==> src/rtl/vx_dp_ram_sched_pkg.sv <==
// -----------------------------------------------------------------------------
// vx_dp_ram_sched_pkg
// Shared types and helpers for the scheduled dual-port RAM.
//   state_e : scheduler FSM states (INIT sweep, RUN serving requests)
//   log2up  : index width helper, never returns less than 1
// -----------------------------------------------------------------------------
package vx_dp_ram_sched_pkg;

    typedef enum logic {
        ST_INIT = 1'b0,
        ST_RUN  = 1'b1
    } state_e;

    function automatic int log2up(input int x);
        return (x > 1) ? $clog2(x) : 1;
    endfunction

endpackage

==> src/rtl/vx_dp_ram.sv <==
// -----------------------------------------------------------------------------
// vx_dp_ram
// Simple dual-port RAM: one lane-masked write port, one read port with a
// registered output. A read hitting the address being written in the same
// cycle returns the post-write word (written lanes new, others old).
// Ports:
//   clk, reset          : clock, asynchronous active-high reset (rdata -> 0)
//   we, waddr, wren,
//   wdata               : write enable, address, lane mask, data
//   re, raddr           : read enable, address
//   rdata               : registered read data, updated only when re=1
// -----------------------------------------------------------------------------
module vx_dp_ram
    import vx_dp_ram_sched_pkg::*;
#(
    parameter  int DATAW = 32,
    parameter  int SIZE  = 64,
    parameter  int WRENW = 4,
    localparam int ADDRW = log2up(SIZE),
    localparam int LANEW = DATAW / WRENW
) (
    input  logic             clk,
    input  logic             reset,
    input  logic             we,
    input  logic [ADDRW-1:0] waddr,
    input  logic [WRENW-1:0] wren,
    input  logic [DATAW-1:0] wdata,
    input  logic             re,
    input  logic [ADDRW-1:0] raddr,
    output logic [DATAW-1:0] rdata
);

    logic [DATAW-1:0] mem [SIZE];
    logic [DATAW-1:0] fwd_data;

    // Same-cycle write forwarding, lane by lane.
    always_comb begin
        fwd_data = mem[raddr];
        for (int l = 0; l < WRENW; l++) begin
            if (we && wren[l] && (waddr == raddr)) begin
                fwd_data[l*LANEW +: LANEW] = wdata[l*LANEW +: LANEW];
            end
        end
    end

    // NOTE: the storage array has no reset; contents are defined by the
    // scheduler's INIT sweep, which keeps it mappable onto RAM macros.
    always_ff @(posedge clk) begin
        if (we) begin
            for (int l = 0; l < WRENW; l++) begin
                if (wren[l]) begin
                    mem[waddr][l*LANEW +: LANEW] <= wdata[l*LANEW +: LANEW];
                end
            end
        end
    end

    always_ff @(posedge clk or posedge reset) begin
        if (reset) begin
            rdata <= '0;
        end else if (re) begin
            rdata <= fwd_data;
        end
    end

endmodule

==> src/rtl/vx_rr_arbiter.sv <==
// -----------------------------------------------------------------------------
// vx_rr_arbiter
// Round-robin arbiter. The requester at the priority pointer wins first, then
// the search wraps upward. After a grant the pointer moves to the slot just
// past the winner; with no grant it holds.
// Ports:
//   clk, reset   : clock, asynchronous active-high reset (pointer -> 0)
//   requests     : per-requester request vector
//   grants       : one-hot grant, combinational from requests and pointer
//   grant_idx    : index of the granted requester
//   grant_valid  : a grant was issued this cycle
// -----------------------------------------------------------------------------
module vx_rr_arbiter
    import vx_dp_ram_sched_pkg::*;
#(
    parameter  int NUM_REQS = 4,
    localparam int SELW     = log2up(NUM_REQS)
) (
    input  logic                clk,
    input  logic                reset,
    input  logic [NUM_REQS-1:0] requests,
    output logic [NUM_REQS-1:0] grants,
    output logic [SELW-1:0]     grant_idx,
    output logic                grant_valid
);

    logic [SELW-1:0] ptr;

    // NOTE: every output gets a default before any conditional assignment, so
    // no path through the block leaves a value unassigned (no latch).
    always_comb begin
        grants      = '0;
        grant_idx   = '0;
        grant_valid = 1'b0;
        for (int i = 0; i < NUM_REQS; i++) begin
            if (!grant_valid && requests[(int'(ptr) + i) % NUM_REQS]) begin
                grant_valid = 1'b1;
                grant_idx   = SELW'((int'(ptr) + i) % NUM_REQS);
            end
        end
        if (grant_valid) begin
            grants[grant_idx] = 1'b1;
        end
    end

    // NOTE: state registers use non-blocking assignments so every flop samples
    // pre-edge values regardless of block evaluation order.
    always_ff @(posedge clk or posedge reset) begin
        if (reset) begin
            ptr <= '0;
        end else if (grant_valid) begin
            ptr <= SELW'((int'(grant_idx) + 1) % NUM_REQS);
        end
    end

endmodule

==> src/rtl/vx_dp_ram_sched.sv <==
// -----------------------------------------------------------------------------
// vx_dp_ram_sched
// A RAM shared by NUM_REQS requesters. After reset or flush the whole array is
// swept with INIT_VALUE (one word per cycle); afterwards one write and one read
// are granted per cycle by two independent round-robin arbiters. Read data
// returns one cycle after the grant, tagged with the requester index.
// Ports:
//   clk, reset  : clock, asynchronous active-high reset
//   flush       : restart the INIT sweep from address 0
//   req_valid, req_rw, req_addr, req_wren, req_data : packed per-requester
//                 request fields (rw: 1 = write, 0 = read)
//   req_ready   : per-requester grant, combinational
//   rsp_valid, rsp_idx, rsp_data : read response, no backpressure
//   init_done   : high while serving requests (RUN)
// -----------------------------------------------------------------------------
module vx_dp_ram_sched
    import vx_dp_ram_sched_pkg::*;
#(
    parameter  int               NUM_REQS   = 4,
    parameter  int               DATAW      = 32,
    parameter  int               SIZE       = 64,
    parameter  int               WRENW      = 4,
    parameter  logic [DATAW-1:0] INIT_VALUE = '0,
    localparam int               ADDRW      = log2up(SIZE),
    localparam int               REQ_SELW   = log2up(NUM_REQS)
) (
    input  logic                      clk,
    input  logic                      reset,
    input  logic                      flush,
    input  logic [NUM_REQS-1:0]       req_valid,
    input  logic [NUM_REQS-1:0]       req_rw,
    input  logic [NUM_REQS*ADDRW-1:0] req_addr,
    input  logic [NUM_REQS*WRENW-1:0] req_wren,
    input  logic [NUM_REQS*DATAW-1:0] req_data,
    output logic [NUM_REQS-1:0]       req_ready,
    output logic                      rsp_valid,
    output logic [REQ_SELW-1:0]       rsp_idx,
    output logic [DATAW-1:0]          rsp_data,
    output logic                      init_done
);

    if (DATAW % WRENW != 0) begin : g_bad_wrenw
        $error("DATAW must be a multiple of WRENW");
    end

    state_e           state, state_next;
    logic [ADDRW-1:0] init_cnt, init_cnt_next;
    logic             run;

    always_ff @(posedge clk or posedge reset) begin
        if (reset) begin
            state    <= ST_INIT;
            init_cnt <= '0;
        end else begin
            state    <= state_next;
            init_cnt <= init_cnt_next;
        end
    end

    always_comb begin
        state_next    = state;
        init_cnt_next = init_cnt;
        case (state)
            ST_INIT: begin
                if (init_cnt == ADDRW'(SIZE - 1)) begin
                    state_next    = ST_RUN;
                    init_cnt_next = '0;
                end else begin
                    init_cnt_next = init_cnt + 1'b1;
                end
            end
            ST_RUN:  state_next = ST_RUN;
            default: state_next = ST_INIT;
        endcase
        // Flush wins in either state and always restarts the sweep at 0.
        if (flush) begin
            state_next    = ST_INIT;
            init_cnt_next = '0;
        end
    end

    assign run       = (state == ST_RUN);
    assign init_done = run;

    // Arbitration: requests are masked outside RUN, so pointers only move on
    // real grants.
    logic [NUM_REQS-1:0] rd_req, wr_req, rd_grants, wr_grants;
    logic [REQ_SELW-1:0] rd_idx, wr_idx;
    logic                rd_valid, wr_valid;

    assign rd_req = req_valid & ~req_rw & {NUM_REQS{run}};
    assign wr_req = req_valid &  req_rw & {NUM_REQS{run}};

    vx_rr_arbiter #(.NUM_REQS(NUM_REQS)) u_rd_arb (
        .clk         (clk),
        .reset       (reset),
        .requests    (rd_req),
        .grants      (rd_grants),
        .grant_idx   (rd_idx),
        .grant_valid (rd_valid)
    );

    vx_rr_arbiter #(.NUM_REQS(NUM_REQS)) u_wr_arb (
        .clk         (clk),
        .reset       (reset),
        .requests    (wr_req),
        .grants      (wr_grants),
        .grant_idx   (wr_idx),
        .grant_valid (wr_valid)
    );

    assign req_ready = rd_grants | wr_grants;

    // Write port: INIT sweep owns it outside RUN, the write arbiter inside.
    logic             ram_we;
    logic [ADDRW-1:0] ram_waddr, ram_raddr;
    logic [WRENW-1:0] ram_wren;
    logic [DATAW-1:0] ram_wdata, ram_rdata;

    always_comb begin
        ram_we    = 1'b1;
        ram_waddr = init_cnt;
        ram_wren  = '1;
        ram_wdata = INIT_VALUE;
        if (run) begin
            ram_we    = wr_valid;
            ram_waddr = req_addr[int'(wr_idx)*ADDRW +: ADDRW];
            ram_wren  = req_wren[int'(wr_idx)*WRENW +: WRENW];
            ram_wdata = req_data[int'(wr_idx)*DATAW +: DATAW];
        end
    end

    assign ram_raddr = req_addr[int'(rd_idx)*ADDRW +: ADDRW];

    vx_dp_ram #(
        .DATAW (DATAW),
        .SIZE  (SIZE),
        .WRENW (WRENW)
    ) u_ram (
        .clk   (clk),
        .reset (reset),
        .we    (ram_we),
        .waddr (ram_waddr),
        .wren  (ram_wren),
        .wdata (ram_wdata),
        .re    (rd_valid),
        .raddr (ram_raddr),
        .rdata (ram_rdata)
    );

    always_ff @(posedge clk or posedge reset) begin
        if (reset) begin
            rsp_valid <= 1'b0;
            rsp_idx   <= '0;
        end else begin
            rsp_valid <= rd_valid;
            rsp_idx   <= rd_idx;
        end
    end

    assign rsp_data = ram_rdata;

endmodule

==> config.mk <==
export PLATFORM = sky130hd
export DESIGN_NAME = vx_dp_ram_sched
export DESIGN_NICKNAME = d
export VERILOG_FILES = /design/src/rtl/vx_dp_ram_sched_pkg.sv /design/src/rtl/vx_dp_ram.sv /design/src/rtl/vx_rr_arbiter.sv /design/src/rtl/vx_dp_ram_sched.sv
export SDC_FILE = /design/constraint.sdc
export NUM_CORES = 2
export LEC_CHECK = 0
export BUFFER_PORTS_ARGS = -buffer_cell sky130_fd_sc_hd__buf_2
export CORE_ASPECT_RATIO = 0.9
export CORE_MARGIN = 4
export CORE_UTILIZATION = 40
export DETAILED_ROUTE_END_ITERATION = 10
export GPL_ROUTABILITY_DRIVEN = 0
export PLACE_DENSITY = 0.59
export SLEW_MARGIN = 15
export SYNTH_ARGS = -nofsm -noshare
export SYNTH_HDL_FRONTEND = slang
export SYNTH_HIERARCHICAL = 1
export SYNTH_SLANG_ARGS = --single-unit
export TNS_END_PERCENT = 10
==> constraint.sdc <==
create_clock -name clk -period 6.97 [get_ports clk]
set_input_delay 1.394 -clock clk [delete_from_list [all_inputs] [get_ports clk]]
set_output_delay 1.394 -clock clk [all_outputs]
set_load 0.01 [all_outputs]
==> results.yml <==
status:
  outcome: "finished clean"
synthesis:
  synth_top_area_share: 0.740
  synth.area.top_cells: "sky130_fd_sc_hd__edfxtp_1 74%, sky130_fd_sc_hd__mux4_2 15%, sky130_fd_sc_hd__a22oi_1 1.5%"
  synth.lib_cells_used.distinct: 71
  synthesis.instances: 3969
  syn-cell-area_mm2: 0.0831
  synth-edff-count: 2048
  yosysWarningCount: 6
  synth_seq_cells: 2094
  yosys.area.top_type: "sky130_fd_sc_hd__edfxtp_1"
  ys_dominant_reg_cell: "sky130_fd_sc_hd__edfxtp_1"
  seq_area_frac_synth: 0.754
  synth.avg_cell_area_um2: 20.9
  synth.net_count: 4157
  post_synth_arst_share: 0.0220
routing:
  postRouteWirelength_mm: 237
  drt_drc: 0
  wire_length_per_cell_after_detailed_routing_um: 32.8
  detailroute.via_count: 43200
  via_to_cell_ratio: 5.97
  drt-initial-drc-count: 5850
  drtPass1Iterations: 6
  post_route_ant_nets: 0
layout:
  final_layout_size_suffix_gt1_frac: 0.297
  nets: 4536
  final_cell_mix: "2048 x sky130_fd_sc_hd__edfxtp_1, 553 x sky130_fd_sc_hd__mux4_2, 289 x sky130_fd_sc_hd__nor2_1, 218 x sky130_fd_sc_hd__buf_2, 197 x sky130_fd_sc_hd__clkbuf_16"
  area_growth_syn_to_layout_pct: 13.5
  mostFrequentLayoutCell: "sky130_fd_sc_hd__edfxtp_1"
  final_util: 0.457
cts:
  cts_hold_buf: 0
  post_cts_resize_count: 0
  cts-buffers-inserted: 197
  clock_pin_slew_on_the_worst_setup_and_hold_paths_ns: 0.06
  numClockSinks: 2094
  ctsLongestPathBuffers: 3
  post-cts-setup-buffers: 0
  ctsHtreeMaxLevel: 4
  tritoncts: "yes"
  clock_insertion_delay_worst_skew_ns: 0.86
  clock_tree.root_cell: "sky130_fd_sc_hd__clkbuf_16"
floorplan:
  initial_core_util: 0.403
  height_of_the_die_um: 440
  count_of_standard_cell_rows: 158
  floorplan.die.width_um: 488
  design.core.area_mm2: 0.206
  floorplan.die_area_mm2: 0.215
  io-pin-count: 219
power:
  share_seq_of_total_power: 0.552
  p_clk_frac: 0.416
  internal_power_uw: 19600
  p_leak_uw: 0.0351
  comb_power_share: 0.033
  irDropWorstVdd_mv: 0.257
  total_switching_power_uw: 5240
  p_sw_frac: 0.211
  power.density_mw_per_mm2: 263
sta:
  report.final.slew_viol_count: 0
  final_hold_violating_endpoints: 0
  hold_ws_ns: 0.452
  grt_setup_unrepaired: "false"
  max_clock_freq_ghz: 0.183
  final.period_utilization: 0.786
  period_minus_slack_ns: 5.48
  tightestPinTransition_ns: 1.34
  clock_skew_ns: 0.0467
  setup_total_negative_slack_ns: 0
  setup_violations: 0
  slew_headroom: 0.0845
setup_path:
  reg2reg_depth: 13
  critical_path.slowest_cell: "sky130_fd_sc_hd__a2111oi_0"
  worst_path_cell_trace: "buf_2 -> nand2_1 -> nor2_1 -> nor3b_1 -> a21oi_2 -> o21a_1 -> mux4_4 -> buf_12 -> buf_4 -> mux4_2 -> mux2i_1 -> mux2i_1 -> a2111oi_0 -> o21ai_1"
  cp-start-kind: "input pin"
  cp_slowest_stage_delay_ns: 1.18
  regToRegSetupSlack_ns: 1.65
  critical_path.top_delay_family: "compound AO/OA/AOI/OAI gates"
  reg2reg_to: "u_ram/rdata[6]"
  critical_path_required_ns: 7.66
  timing.critical_path.arrival_ns: 6.17
  worstReg2RegStart: "init_done"
  setup.worst_path.class: "input pin to flip-flop"
  critPathCaptureType: "flip-flop"
  critical_path_buf_inv_count: 3
  worst-path-max-fanout: 25
  path_depth: 14
  cpMostUsedCell: "sky130_fd_sc_hd__mux2i_1"
grt:
  met2_usage: 0.327
  grt_pass1_wl_mm: 332
  grt_antenna_before_repair: 15
  grt_most_used_layer: "met2"
  globalRouteMet3Util: 0.0551
  number_of_global_route_vias_before_repair: 42500
  grt_start_max_net_pins: 88
  track_usage: 0.219
  grt_use_met1: 0.318
  grt_overflow_total: 0
job:
  max_cap_viol_count: 0
placement:
  place.detailed.hpwl_mm: 151
  portBuffers: 218
hold_path:
  worst_hold_path_type: "input pin to async pin"
power groups by stage:
stage	logic (µW)	clock network (µW)	registers (µW)
6_report	810	10300	13700
5_1_grt	846	11000	13700
4_1_cts	809	10500	13700
3_5_place_dp	808	0	14000
3_3_place_gp	806	0	14000
2_1_floorplan	494	0	14000
routing by layer:
layer,up-vias,wire length [µm]
li1,17300,-
met2,2218,108000
met1,23200,98700
met3,390,22800
met5,-,97
met4,14,7820
Yosys cell counts, drive strengths merged (9+ instances only):
cell type and count:
mux2i 61, a21oi 100, dfrtp 46, nor2 292, mux4 566, a2111oi 9
nor2b 18, a2bb2oi 9, o22ai 16, ha 9, a22oi 168, o21ai 24
buf 143, edfxtp 2048, mux2 23, nor4 24, or2 10, a31oi 16
nand2b 14, and2 35, clkbuf 102, nor3 11, nand2 119, inv 15
flip-flops by register name (all words and copies together), names as in the netlist:
name / flops
u_ram/mem: 2048
u_wr_arb/ptr: 2
init_cnt: 6
rsp_idx: 2
init_done: 1
rsp_valid: 1
u_ram/rdata: 32
u_rd_arb/ptr: 2
cell type report:
class / count / area [µm²]
Antenna cell: 10 / 25.0
Clock buffer: 255 / 5200
Clock inverter: 105 / 940
Fill cell: 17300 / 112000
Inverter: 17 / 63.8
Multi-Input combinational cell: 1613 / 19100
Sequential cell: 2094 / 62700
Tap cell: 2720 / 3400
Timing Repair Buffer: 425 / 2920
cells by family after synthesis:
group | Yosys count | share of synthesized area
muxes | 650 | 0.165
buffers and inverters | 262 | 0.0171
DFF | 2094 | 0.754
adders and majority gates | 9 | 0.00136
AOI/OAI and AO/OA | 376 | 0.0308
xor gates and xnor gates | 8 | 0.000843
and+or+nand+nor | 570 | 0.0313
worst max path at each step:
stage,startpoint,end,slack (ns)
2_1_floorplan,req_valid[0],u_ram/rdata[29],1.96
3_3_place_gp,req_valid[1],u_ram/rdata[6],0.75
3_5_place_dp,req_valid[1],u_ram/rdata[6],0.77
4_1_cts,req_valid[1],u_ram/rdata[6],1.69
5_1_grt,req_valid[1],u_ram/rdata[1],1.30
6_report,req_valid[1],u_ram/rdata[6],1.49
through the flow:
stage / cells / cell area (µm²) / power (µW) / setup WS, ns
global route: 7232 / 94300 / 25600 / 1.30
finish: 7239 / 94300 / 24800 / 1.49
detailed placement: 6869 / 88200 / 14800 / 0.769
CTS: 7229 / 94300 / 25000 / 1.69
global placement: 6869 / 88200 / 14800 / 0.748
floorplan: 3969 / 83100 / 14500 / 1.96
worst register-to-register path: cells and delay by family, from the launching register on:
kind,cells,cell delay [ns]
AO/OA/AOI/OAI,4,1.94
multiplexers,4,1.59
buffers and inverters,2,0.61
AND/OR/NAND/NOR,3,0.58
flip-flops,1,0.46
No activity file was read; power rests on OpenSTA's default activity.
